**src/rtl/shift_reg_seq.sv**
```systemverilog
// Multi-mode sequential shifter: loads a word and a shift count, then performs
// one 1-bit shift per enabled clock. Supports left/right direction with logical,
// arithmetic, rotate or serial-in fill. It reports the last bit shifted out,
// a busy flag, the shifts still remaining and a one-cycle done pulse.
module shift_reg_seq #(
  parameter int WIDTH = 8,
  parameter int CNT_W = 4
) (
  input  logic             clk,
  input  logic             rst,
  input  logic             load,
  input  logic [WIDTH-1:0] in,
  input  logic [CNT_W-1:0] count,
  input  logic             dir,
  input  logic [1:0]       mode,
  input  logic             ser_in,
  input  logic             en,
  output logic [WIDTH-1:0] out,
  output logic             ser_out,
  output logic             busy,
  output logic             done,
  output logic [CNT_W-1:0] remaining
);

  typedef enum logic {IDLE = 1'b0, RUN = 1'b1} state_t;

  localparam logic [1:0] M_LOG = 2'b00;
  localparam logic [1:0] M_ARI = 2'b01;
  localparam logic [1:0] M_ROT = 2'b10;
  localparam logic [1:0] M_SER = 2'b11;

  state_t           state_q, state_d;
  logic [WIDTH-1:0] out_q, out_d;
  logic [CNT_W-1:0] rem_q, rem_d;
  logic             ser_out_q, ser_out_d;
  logic             busy_q, busy_d;
  logic             done_q, done_d;
  logic             dir_q, dir_d;
  logic [1:0]       mode_q, mode_d;
  logic             fill;

  // Fill bit entering the vacated end, chosen by the latched direction and mode.
  // Left arithmetic behaves like left logical (zero fill).
  always_comb begin
    fill = 1'b0;
    case (mode_q)
      M_LOG: fill = 1'b0;
      M_ARI: fill = dir_q ? 1'b0 : out_q[WIDTH-1];
      M_ROT: fill = dir_q ? out_q[WIDTH-1] : out_q[0];
      M_SER: fill = ser_in;
      default: fill = 1'b0;
    endcase
  end

  // Next-state logic. Load has priority over shifting. Stalls hold every field.
  // done is cleared on every edge that does not set it.
  always_comb begin
    state_d   = state_q;
    out_d     = out_q;
    rem_d     = rem_q;
    ser_out_d = ser_out_q;
    busy_d    = busy_q;
    done_d    = 1'b0;
    dir_d     = dir_q;
    mode_d    = mode_q;
    if (load) begin
      out_d     = in;
      rem_d     = count;
      dir_d     = dir;
      mode_d    = mode;
      ser_out_d = 1'b0;
      busy_d    = (count != '0);
      done_d    = (count == '0);
      state_d   = (count != '0) ? RUN : IDLE;
    end else if (state_q == RUN && en) begin
      if (dir_q) begin
        out_d     = {out_q[WIDTH-2:0], fill};
        ser_out_d = out_q[WIDTH-1];
      end else begin
        out_d     = {fill, out_q[WIDTH-1:1]};
        ser_out_d = out_q[0];
      end
      rem_d = rem_q - CNT_W'(1);
      if (rem_q == CNT_W'(1)) begin
        busy_d  = 1'b0;
        done_d  = 1'b1;
        state_d = IDLE;
      end
    end
  end

  // State registers. Reset aborts any job immediately and issues no done pulse.
  always_ff @(posedge clk or posedge rst) begin
    if (rst) begin
      state_q   <= IDLE;
      out_q     <= '0;
      rem_q     <= '0;
      ser_out_q <= 1'b0;
      busy_q    <= 1'b0;
      done_q    <= 1'b0;
      dir_q     <= 1'b0;
      mode_q    <= M_LOG;
    end else begin
      state_q   <= state_d;
      out_q     <= out_d;
      rem_q     <= rem_d;
      ser_out_q <= ser_out_d;
      busy_q    <= busy_d;
      done_q    <= done_d;
      dir_q     <= dir_d;
      mode_q    <= mode_d;
    end
  end

  assign out       = out_q;
  assign ser_out   = ser_out_q;
  assign busy      = busy_q;
  assign done      = done_q;
  assign remaining = rem_q;

endmodule

```
**config.mk**
```make
export PLATFORM = sky130hd
export DESIGN_NAME = shift_reg_seq
export DESIGN_NICKNAME = d
export VERILOG_FILES = /design/src/rtl/shift_reg_seq.sv
export SDC_FILE = /design/constraint.sdc
export NUM_CORES = 1
export LEC_CHECK = 0
export ABC_AREA = 1
export CORE_UTILIZATION = 46
export CTS_BUF_LIST = sky130_fd_sc_hd__clkbuf_4 sky130_fd_sc_hd__clkbuf_8
export DETAILED_ROUTE_END_ITERATION = 10
export PLACE_DENSITY = 0.79
export SETUP_SLACK_MARGIN = 0.3
export SYNTH_ARGS = -nofsm -noshare
export SYNTH_HDL_FRONTEND = slang
export SYNTH_SLANG_ARGS = --single-unit
```
**constraint.sdc**
```tcl
create_clock -name clk -period 1.2 [get_ports clk]
set_input_delay 0.18 -clock clk [delete_from_list [all_inputs] [get_ports clk]]
set_output_delay 0.18 -clock clk [all_outputs]
set_load 0.1 [all_outputs]
```
==> results of run 1 <==
==> metrics by stage <==
stage | util | cells
after floorplan | - | 123
after global placement | 0.820 | 190
after detailed placement | 0.820 | 190
after CTS | 0.901 | 204
==> Yosys cell counts <==
master,n
nand2_4,1
a21oi_1,2
xor2_1,1
ha_1,2
inv_2,1
a31o_1,1
nor3_1,2
nor2_1,8
nand3_1,5
a21oi_2,1
o21ai_0,10
xnor2_1,1
a211oi_1,1
o21ai_1,1
or2_2,1
dfrtp_1,18
o221ai_1,3
inv_4,1
o211ai_1,5
nand2_2,2
o21bai_1,1
inv_1,15
buf_6,3
o22ai_1,1
nand2_1,35
buf_2,1
==> cells by family after synthesis <==
family,count (synthesis)
adders and majority gates,2
DFF,18
buffers and inverters,21
AOI/OAI and AO/OA,26
xor gates and xnor gates,2
and+or+nand+nor,54
==> what timing repair did <==
action / in CTS
pin swaps: 8
setup buffers: 9
gates resized for setup: 19
cloned: 1
setup endpoints to repair: 30
==> run metrics, run 1 <==
Max clock buf depth=2; Mapped Area=992 µm²; FF+latch count, synth=18; Port Buf Inserts=34; Synth top area share=0.454; stage reached=global routing (5_1_grt); simple-gate portion of the synthesized area=0.228; # IOs=35; CTS Hold Bufs=0; largest net degree at the start of global routing=19; clk sink count=18; status=aborted with a tool error; Post-DP HPWL=2110 µm; register area share after synthesis=0.454; CTS buffer count=3; Mapped Nets=about 150; Adder-Cell Fraction of Synth Area=0.0252; Synth Area in XOR/XNOR=0.0177; syn avg cell area=~8.1 µm²; synth warn=0; Post-Syn Instances=~120; gp weighted congestion=between 0.9 and 1; DIE WIDTH=roughly 48 µm; Synth area leaders=dfrtp_1, nand2_1, inv_1, o21ai_0, o211ai_1; Compound-Gate Fraction of Synth Area=0.169; Rows=16; post-GRT worst EP=out[2]$_DFFE_PP0P_/D; CTS Root Cell=clkbuf_4; mux contribution to synthesized area=0; Synth area leader=dfrtp_1; initial core utilization=0.496; largest family of logic cells by synthesized area=simple AND/OR/NAND/NOR gates; Distinct cells, synth=26; Stop Error=[ERROR DPL-0038] Utilization greater than 100%, impossible to legalize; H-tree Lvls=1; pre-CTS setup slack=-187 ps; Cell Area, Placed=approximately 0.0016 mm²; classification of the worst endpoint=sequential cell input; Die Span Y=48.4 µm
==> run 2, diff against run 1 <==
CORE_AREA = 2 2 63 65   (was unset)
CORE_UTILIZATION = unset   (was 46)
CTS_BUF_LIST = unset   (was sky130_fd_sc_hd__clkbuf_4 sky130_fd_sc_hd__clkbuf_8)
DIE_AREA = 0 0 65 67   (was unset)
PLACE_DENSITY = unset   (was 0.79)
PLACE_DENSITY_LB_ADDON = 0.15   (was unset)
SETUP_SLACK_MARGIN = unset   (was 0.3)
==> run 2 against run 1 <==
  * The flow now finishes without violations
  * Synthesized area is the same
  * Synthesized cell count unchanged
==> run metrics, run 2 <==
most common cell in the netlist=nand2_1 (unchanged); Mapped Nets=145 (unchanged); Final setup viols=0; Die ar.=between 0.004 and 0.005 mm²; CTS Root Cell=clkbuf_8 (was clkbuf_4); Post-synth EDFFs=0 (unchanged); CTS buffer count=3 (unchanged); Fill cells=between 300 and 400; Slew headroom=0.831; R2R Path End=ser_out; # IOs=35 (unchanged); max reg flops=8; initial core utilization=0.275 (was 0.496); vias in the first global route=between 1000 and 1500; n_diodes=0; H-tree Lvls=1 (unchanged); Post-synth top cells=nand2_1, dfrtp_1, inv_1 (unchanged); final net count=between 150 and 200; Mapped Area=992 µm² (unchanged); routed via count=about 1000; Die Span Y=67 µm (was 48.4 µm); synth warn=0 (unchanged); CP Launch Type=flop; FF+latch count, synth=18 (unchanged); CTS tree=done; FF-to-FF Start=busy; clock skew=slightly above 7 ps; final WL=2740 µm; Final Slew Violations=0; max cap viols=0; Worst Hold Class=in -> async; syn avg cell area=8.07 µm² (unchanged); Critical Path RT=between 1000 and 1500 ps; Synth top area share=0.454 (unchanged); clk sink count=18 (unchanged); Max clock buf depth=2 (unchanged); Post-DP HPWL=2040 µm (was 2110 µm); register area share after synthesis=0.454 (unchanged); status=finished, final reports clean (was aborted with a tool error); Syn-to-layout area delta=74.4%; Distinct cells, synth=26 (unchanged); initial antenna violation count=0; register area=between 400 and 500 µm²; minimum period implied by the final worst setup slack=between 1000 and 1500 ps; Clk pin slew, worst setup/hold paths=about 80 ps; total track usage=0.142; Crit. End Element=flop; Worst VDD drop=roughly 660 µV; CTS Hold Bufs=0 (unchanged); WHS=around 250 ps; leading cell type in the layout, fill and taps excluded=nand2_1; Slowest-stage cell, CP=dfrtp_4; DRC Markers=0; r2r worst-path depth=5; CP max FO=11; fin crit share=0.965; final total power=~2.5 mW; commonest non-fill, non-tap cells in the layout=nand2_1, clkdlybuf4s50_1, buf_12; first-pass GRT wire length=roughly 4800 µm; largest stage delay on the critical path=between 500 and 600 ps; Synth Flop Type=dfrtp_1 (unchanged); async set-reset flop share out of synthesis=1.00 (unchanged); pwr dens=about 1400 mW/mm²; Highest Clock Rate=roughly 860 MHz; Clock Latency Late Sink=250 ps; DIE WIDTH=65 µm (was 48.4 µm); share of layout cells above drive strength 1=0.347; largest net degree at the start of global routing=19; grt ovf=0; Std-Cell Core Area=about 0.0036 mm²; Synth area leaders=dfrtp_1, nand2_1, inv_1, o21ai_0, o211ai_1 (unchanged); Worst-Margin Slew=between 200 and 300 ps; kind of critical path=reg -> reg; Post-Syn Instances=123 (unchanged); WL per Instance=roughly 13 µm; drt pass-1 iters=4; antenna-violating nets left=0; area of the multi-input gates=around 490 µm²; Rows=22 (was 16); Via density=around 4.6; count of final hold-check violations=0; gp weighted congestion=0.740 (was 0.901); Crit path top cell by count=nand2_4; utilization after layout=0.480; Port Buf Inserts=34 (unchanged); Synth area leader=dfrtp_1 (unchanged); critical path arrival=around 1300 ps; DR iter-0 viols=67; reg2reg setup slack=about 43 ps; crit-path cells=nand2_4, inv_2, nand2_4, a21oi_2, a31o_1; Leak Pwr=between 0.7 and 0.8 nW
[run 2: cell counts after synthesis]
No cell type changed its count.
[run 2: kinds of logic (layout without fill, tap and decap cells)]
logic type / after synthesis / count (layout) / synth area share
compound gates: 26 / 26 / 0.169
buf+inv: 21 / 65 / 0.106
fa+ha+maj: 2 / 2 / 0.0252
simple gates: 54 / 54 / 0.228
flops: 18 / 18 / 0.454
xor+xnor: 2 / 2 / 0.0177
[run 2: routing by layer]
| layer | routed length (µm) | global-route usage | vias to the layer above |
|---|---|---|---|
| li1 | - | - | 490 |
| met1 | 1270 | 0.182 | 475 |
| met4 | 15 | 0.0505 | 0 |
| met2 | 1320 | 0.237 | 24 |
| met5 | 0 | 0 | - |
| met3 | 127 | 0.0287 | 2 |
[run 2: worst max-delay path, delay by kind of cell, from the launching register on]
kind                   cells  cell delay [ps]
AND/OR/NAND/NOR            2              250
AO/OA/AOI/OAI              2              230
buffers and inverters      1               50
flip-flops                 1              520
[run 2: stage by stage]
stage / TNS [ps] / area [µm²] / setup WS (ps) / cells
after floorplan: -94.1 / 1060 / -67.1 / 123
after global placement: -1860 / 1650 / -158 / 211
after detailed placement: -2120 / 1650 / -178 / 211
after CTS: 0 / 1710 / 34.6 / 215
after global routing: -1.91 / 1730 / -1.91 / 215
final: 0 / 1730 / 42.5 / 215
[run 2: repair_timing]
item / in CTS / in global routing
endpoints found under the hold margin: 0 / 0
cloned: 0 / 0
gates resized for setup: 1 / 6
pin swaps: 0 / 0
endpoints found under the setup margin: 1 / 8
setup buffers: 0 / 0
[run 2: final cells by class]
| class | instances | share of cell area |
|---|---|---|
| Inverter | 17 | 0.0448 |
| Sequential cell | 18 | 0.279 |
| Timing Repair Buffer | 44 | 0.328 |
| Multi-Input combinational cell | 84 | 0.281 |
| Clock buffer | 4 | 0.0318 |
| Tap cell | 48 | 0.0347 |
[run 2: report_power, final]
part / total [mW] / internal, mW / switching (mW) / leakage [nW]
sequential: 0.826 / 0.706 / 0.120 / 0.203
clock: 0.502 / 0.291 / 0.211 / 0.0288
combinational: 1.17 / 0.446 / 0.724 / 0.529
total: 2.50 / 1.44 / 1.05 / 0.760
[run 2: how the worst max path moves through the flow]
stage | start | endpoint | slack [ps]
detailed placement | load | ser_out | -180
global route | remaining[1] | busy | -2
floorplan | busy | ser_out | -70
CTS | remaining[0] | remaining[0] | 30
finish | busy | ser_out | 40
global placement | load | out[7] | -160
No activity file was read; power rests on OpenSTA's default activity.
